File: src/rtl/noc_pkg.sv
// Shared router-tile definitions: port indices, arbiter FSM states, one-hot helper.
// Pure declarations; no logic, no latency, no backpressure.
package noc_pkg;

  localparam int PORT_L = 3;
  localparam int PORT_W = 2;
  localparam int PORT_N = 1;
  localparam int PORT_S = 0;

  typedef enum logic {
    IDLE = 1'b0,
    HOLD = 1'b1
  } arb_state_e;

  function automatic logic [3:0] onehot4(input logic [1:0] idx);
    onehot4 = 4'b0001 << idx;
  endfunction

endpackage

File: src/rtl/rr_arb4_ch.sv
// One output channel: round-robin over 4 inputs, holds grant while full, locks head-to-tail.
// arb_res is combinational (zero latency); a full stall freezes the grant until transfer.
module rr_arb4_ch
  import noc_pkg::*;
(
  input  logic       clk,
  input  logic       rst_n,
  input  logic [3:0] req,
  input  logic [3:0] tail_in,
  input  logic       full,
  output logic [3:0] arb_res,
  output logic       locked
);

  arb_state_e state;
  logic [1:0] ptr;
  logic [1:0] owner;
  logic       pkt;

  logic [1:0] win;
  logic       win_vld;
  logic [1:0] idx;
  logic [1:0] cand;
  logic       cand_vld;

  // Walk from lowest to highest priority so the last hit (ptr itself) wins.
  always_comb begin
    win     = 2'd0;
    win_vld = 1'b0;
    idx     = 2'd0;
    for (int k = 3; k >= 0; k--) begin
      idx = ptr - 2'(k);
      if (req[idx]) begin
        win     = idx;
        win_vld = 1'b1;
      end
    end
  end

  always_comb begin
    cand     = win;
    cand_vld = win_vld;
    if (state == HOLD) begin
      cand     = owner;
      cand_vld = req[owner];
    end
  end

  assign arb_res = (cand_vld && rst_n) ? onehot4(cand) : 4'b0000;
  assign locked  = (state == HOLD);

  always_ff @(posedge clk or negedge rst_n) begin
    if (!rst_n) begin
      state <= IDLE;
      ptr   <= 2'd3;
      owner <= 2'd0;
      pkt   <= 1'b0;
    end else begin
      case (state)
        IDLE: begin
          if (cand_vld) begin
            owner <= cand;
            if (!full) begin
              ptr <= cand - 2'd1;
              if (!tail_in[cand]) begin
                pkt   <= 1'b1;
                state <= HOLD;
              end
            end else begin
              // Stalled head: pin the grant so it is stable next cycle.
              pkt   <= 1'b0;
              state <= HOLD;
            end
          end
        end
        HOLD: begin
          if (cand_vld) begin
            if (!full) begin
              ptr <= owner - 2'd1;
              if (tail_in[owner]) begin
                pkt   <= 1'b0;
                state <= IDLE;
              end else begin
                pkt <= 1'b1;
              end
            end
          end else if (!pkt) begin
            state <= IDLE;
          end
        end
        default: state <= IDLE;
      endcase
    end
  end

endmodule

File: src/rtl/switch_arbiter12.sv
// Per-output round-robin arbiter bank for the L/W/N/S router tile.
// Zero-latency grants; each channel stalls on its own downstream full (L never full).
module switch_arbiter12
  import noc_pkg::*;
(
  input  logic       clk,
  input  logic       rst_n,
  input  logic [3:0] req_L,
  input  logic [3:0] req_W,
  input  logic [3:0] req_N,
  input  logic [3:0] req_S,
  input  logic [3:0] tail_in,
  input  logic       N_full,
  input  logic       S_full,
  input  logic       W_full,
  output logic [3:0] L_arb_res,
  output logic [3:0] W_arb_res,
  output logic [3:0] N_arb_res,
  output logic [3:0] S_arb_res,
  output logic       L_locked,
  output logic       W_locked,
  output logic       N_locked,
  output logic       S_locked
);

  rr_arb4_ch u_ch_l (
    .clk     (clk),
    .rst_n   (rst_n),
    .req     (req_L),
    .tail_in (tail_in),
    .full    (1'b0),
    .arb_res (L_arb_res),
    .locked  (L_locked)
  );

  rr_arb4_ch u_ch_w (
    .clk     (clk),
    .rst_n   (rst_n),
    .req     (req_W),
    .tail_in (tail_in),
    .full    (W_full),
    .arb_res (W_arb_res),
    .locked  (W_locked)
  );

  rr_arb4_ch u_ch_n (
    .clk     (clk),
    .rst_n   (rst_n),
    .req     (req_N),
    .tail_in (tail_in),
    .full    (N_full),
    .arb_res (N_arb_res),
    .locked  (N_locked)
  );

  rr_arb4_ch u_ch_s (
    .clk     (clk),
    .rst_n   (rst_n),
    .req     (req_S),
    .tail_in (tail_in),
    .full    (S_full),
    .arb_res (S_arb_res),
    .locked  (S_locked)
  );

endmodule

File: config.mk
export PLATFORM = sky130hd
export DESIGN_NAME = switch_arbiter12
export DESIGN_NICKNAME = d
export VERILOG_FILES = /design/src/rtl/noc_pkg.sv /design/src/rtl/rr_arb4_ch.sv /design/src/rtl/switch_arbiter12.sv
export SDC_FILE = /design/constraint.sdc
export NUM_CORES = 1
export LEC_CHECK = 0
export CAP_MARGIN = 25
export CORE_MARGIN = 2
export CORE_UTILIZATION = 47
export CTS_CLUSTER_SIZE = 14
export DETAILED_ROUTE_END_ITERATION = 8
export PLACE_DENSITY = 0.87
export RECOVER_POWER = 25
export SLEW_MARGIN = 20
export SYNTH_ARGS = -nofsm -noshare
export SYNTH_HDL_FRONTEND = slang
export SYNTH_SLANG_ARGS = --single-unit
File: constraint.sdc
create_clock -name clk -period 3 [get_ports clk]
set_input_delay 0.9 -clock clk [delete_from_list [all_inputs] [get_ports clk]]
set_output_delay 0.9 -clock clk [all_outputs]
set_load 0.05 [all_outputs]
==> flow_summary.json <==
{
  "status": "complete, but fails checks",
  "violations": "setup timing",
  "crit_required_ps": 2100,
  "endpoint_kind": "primary output",
  "synth_cell_type_count": 39,
  "grt_overflow": 0,
  "dieWidth_um": 72.88,
  "ys.flop_type": "dfrtp_1",
  "fmax_ghz": 0.3045,
  "synth.most_common_cell": "nor2_1",
  "drive_gt1_frac": 0.6243,
  "vias": 2830,
  "cts-htree-levels": 1,
  "timing.hold.ws_ps": 547.4,
  "grt_max_degree": 16,
  "synth_xor_area_frac": 0,
  "period_minus_slack_ps": 3284,
  "holdCritPathClass": "flop to flop",
  "maxSlewViolCount": 0,
  "ys_top_cells_by_area": "dfrtp_1 (18%), dfstp_2 (9.4%), ha_1 (9.0%), mux4_2 (8.1%), mux2i_1 (5.4%)",
  "drc": 0,
  "startpoint_type": "input port",
  "ys_ff_latch": 24,
  "antennaDiodeCount": 0,
  "synth_mux_area_frac": 0.2121,
  "rsz0062_at_grt": "yes",
  "synth_edf_count": 0,
  "critPathMaxFanout": 4,
  "antenna_left": 0,
  "gp_congestion": 0.8811,
  "rows": 25,
  "worstPathArrival_ps": 2380,
  "setup_viol": 18,
  "nFillCells": 172,
  "synth_fa_ha_area_frac": 0.08979,
  "ys_async_sr_fraction": 1.000,
  "syn_avg_cell_area_um2": 9.329,
  "period_share": 1.095,
  "ys_seq_area_frac": 0.2738,
  "track_usage": 0.3391,
  "die_h_um": 72.88,
  "setup_slack_ps": -284.0,
  "yosysTopAreaCell": "dfrtp_1",
  "synth_compound_area_frac": 0.2076,
  "wl_per_cell_um": 25.09,
  "drt_wl_total_mm": 10.84,
  "ir_drop_mv": 0.9130,
  "crit_type": "input port to primary output",
  "nets": 420,
  "numCtsBuffers": 3,
  "cts.sinks": 24,
  "pwr_density_cell_nw_per_um2": 1251,
  "synth_top_area_share": 0.1796,
  "grt_antenna_before_repair": 0,
  "max_slew_margin": 0.4096,
  "coreArea_um2": 4661,
  "dp.cells": 380,
  "cts_tree": "done",
  "synth_top_family_by_area": "multiplexers",
  "utilization": 0.8956,
  "cts_root_buf": "clkbuf_8",
  "initial_core_util": 0.4784,
  "clk_latency_ps": 280,
  "syn-num-nets": 280,
  "cts_buffer_depth": 2,
  "final.setup_skew_ps": 3.371,
  "ios": 45,
  "layoutNonFillerInstCount": 432,
  "viasPerCell": 6.551,
  "die_area_um2": 5311,
  "grt_pass1_wl_mm": 13.83,
  "leakage_uw": 0.001815,
  "dp_hpwl_mm": 4.666,
  "io_buffer_count": 44,
  "syn_to_final_growth_pct": 87.21,
  "syn_inst": 239,
  "synthTopCellsByCount": "nor2_1 (22), nand2_1 (20), a21oi_1 (19)",
  "synth_area_um2": 2230,
  "hold_viol": 0,
  "yosys.area_share.simple": 0.1824,
  "yosysWarningCount": 0,
  "drtPass1Iterations": 7,
  "maxCapViolations": 0,
  "cts.clk_slew.worst_paths_ps": 90,
  "grt_pass1_vias": 2735,
  "worstMarginPinSlew_ps": 885.7,
  "drtIter0Drc": 503
}
==> placed cells by master, fill, tap and decap left out, types with 7 or more instances in the layout <==
master | Yosys | layout
mux4_2 | 8 | 8
buf_4 | 0 | 80
nor2_1 | 22 | 18
clkdlybuf4s50_1 | 0 | 11
buf_12 | 0 | 17
a21oi_2 | 0 | 7
dfrtp_1 | 16 | 16
ha_4 | 0 | 16
and2_4 | 0 | 17
dfstp_2 | 8 | 8
buf_6 | 0 | 19
a21oi_1 | 19 | 9
inv_1 | 16 | 8
nand2_1 | 20 | 20
mux2i_1 | 12 | 12
o21ai_0 | 12 | 8
inv_2 | 0 | 8
mux2_2 | 10 | 7
==> state kept, by name, indices dropped and copies added (netlist names) <==
signal and cells:
u_ch_w.pkt 1, u_ch_n.pkt 1, u_ch_w.ptr 2, u_ch_n.owner 2
u_ch_s.owner 2, u_ch_s.locked 1, u_ch_w.owner 2, u_ch_s.pkt 1
u_ch_n.ptr 2, u_ch_w.locked 1, u_ch_s.ptr 2, u_ch_l.locked 1
u_ch_l.ptr 2, u_ch_l.owner 2, u_ch_n.locked 1, u_ch_l.pkt 1
==> worst max-delay path, cell delays in order <==
cell and delay [ps]:
buf_8 100, mux2_4 270, a22oi_2 180, o21ai_2 120, mux2i_4 220, buf_6 150, ha_4 130, and2_4 160
buf_12 140
==> metrics by stage <==
step	setup slack [ps]	area [um^2]	TNS [ps]	power, uW
after floorplan	18.51	2263	0	2313
after CTS	-175.5	4004	-2129	4469
final	-284.0	4174	-3534	5224
after global placement	-612.6	3268	-9156	3229
after global routing	-309.4	4174	-4137	5384
after detailed placement	-694.9	3268	-10220	3345
==> where the power goes <==
part / switching, uW / total [uW] / internal [uW]
Clock: 120 / 216 / 95.4
Sequential: 375 / 907 / 532
Combinational: 2010 / 4100 / 2100
==> timing repair <==
action | 4_1_cts | 5_1_grt
setup buffers | 40 | 12
pin swaps | 29 | 14
hold buffers | 0 | 0
gates resized for setup | 171 | 30
endpoints found under the setup margin | 16 | 18
==> final cells by class <==
class	instances	area (um^2)	share of cell area
inverters	16	60.06	0.01439
well taps	54	67.56	0.01619
multi-input cells	195	2032	0.4868
repair buffers	139	1359	0.3255
clock buffers	4	45.04	0.01079
flip-flops and latches	24	610.6	0.1463
==> cells by family (layout without fill, tap and decap cells) <==
family          Yosys count  in the layout
compound gates           65             65
simple gates             81             81
flops                    24             24
fa+ha+maj                16             16
buf+inv                  20            159
mux                      33             33
==> metal layers <==
layer | vias to the layer above | global-route usage | wire (um)
li1 | 1137 | - | -
met1 | 1325 | 0.4125 | 3823
met2 | 275 | 0.5960 | 5093
met3 | 93 | 0.05801 | 1056
met4 | 0 | 0.1317 | 864
met5 | - | 0 | 0
==> final timing paths <==
path / startpoint / end / slack [ps] / cells past startpoint
min reg2reg: u_ch_n.ptr[0] / u_ch_n.ptr[0] / 550 / 2
max: req_S[1] / S_arb_res[0] / -280 / 9
max reg2reg: u_ch_s.ptr[1] / u_ch_s.ptr[0] / 130 / 15
max in group asynchronous: rst_n / u_ch_w.owner[1] / 1150 / 3
min: u_ch_n.ptr[0] / u_ch_n.ptr[0] / 550 / 2
min in group asynchronous: rst_n / u_ch_l.owner[0] / 970 / 2
(Power assumes the default switching activity.)
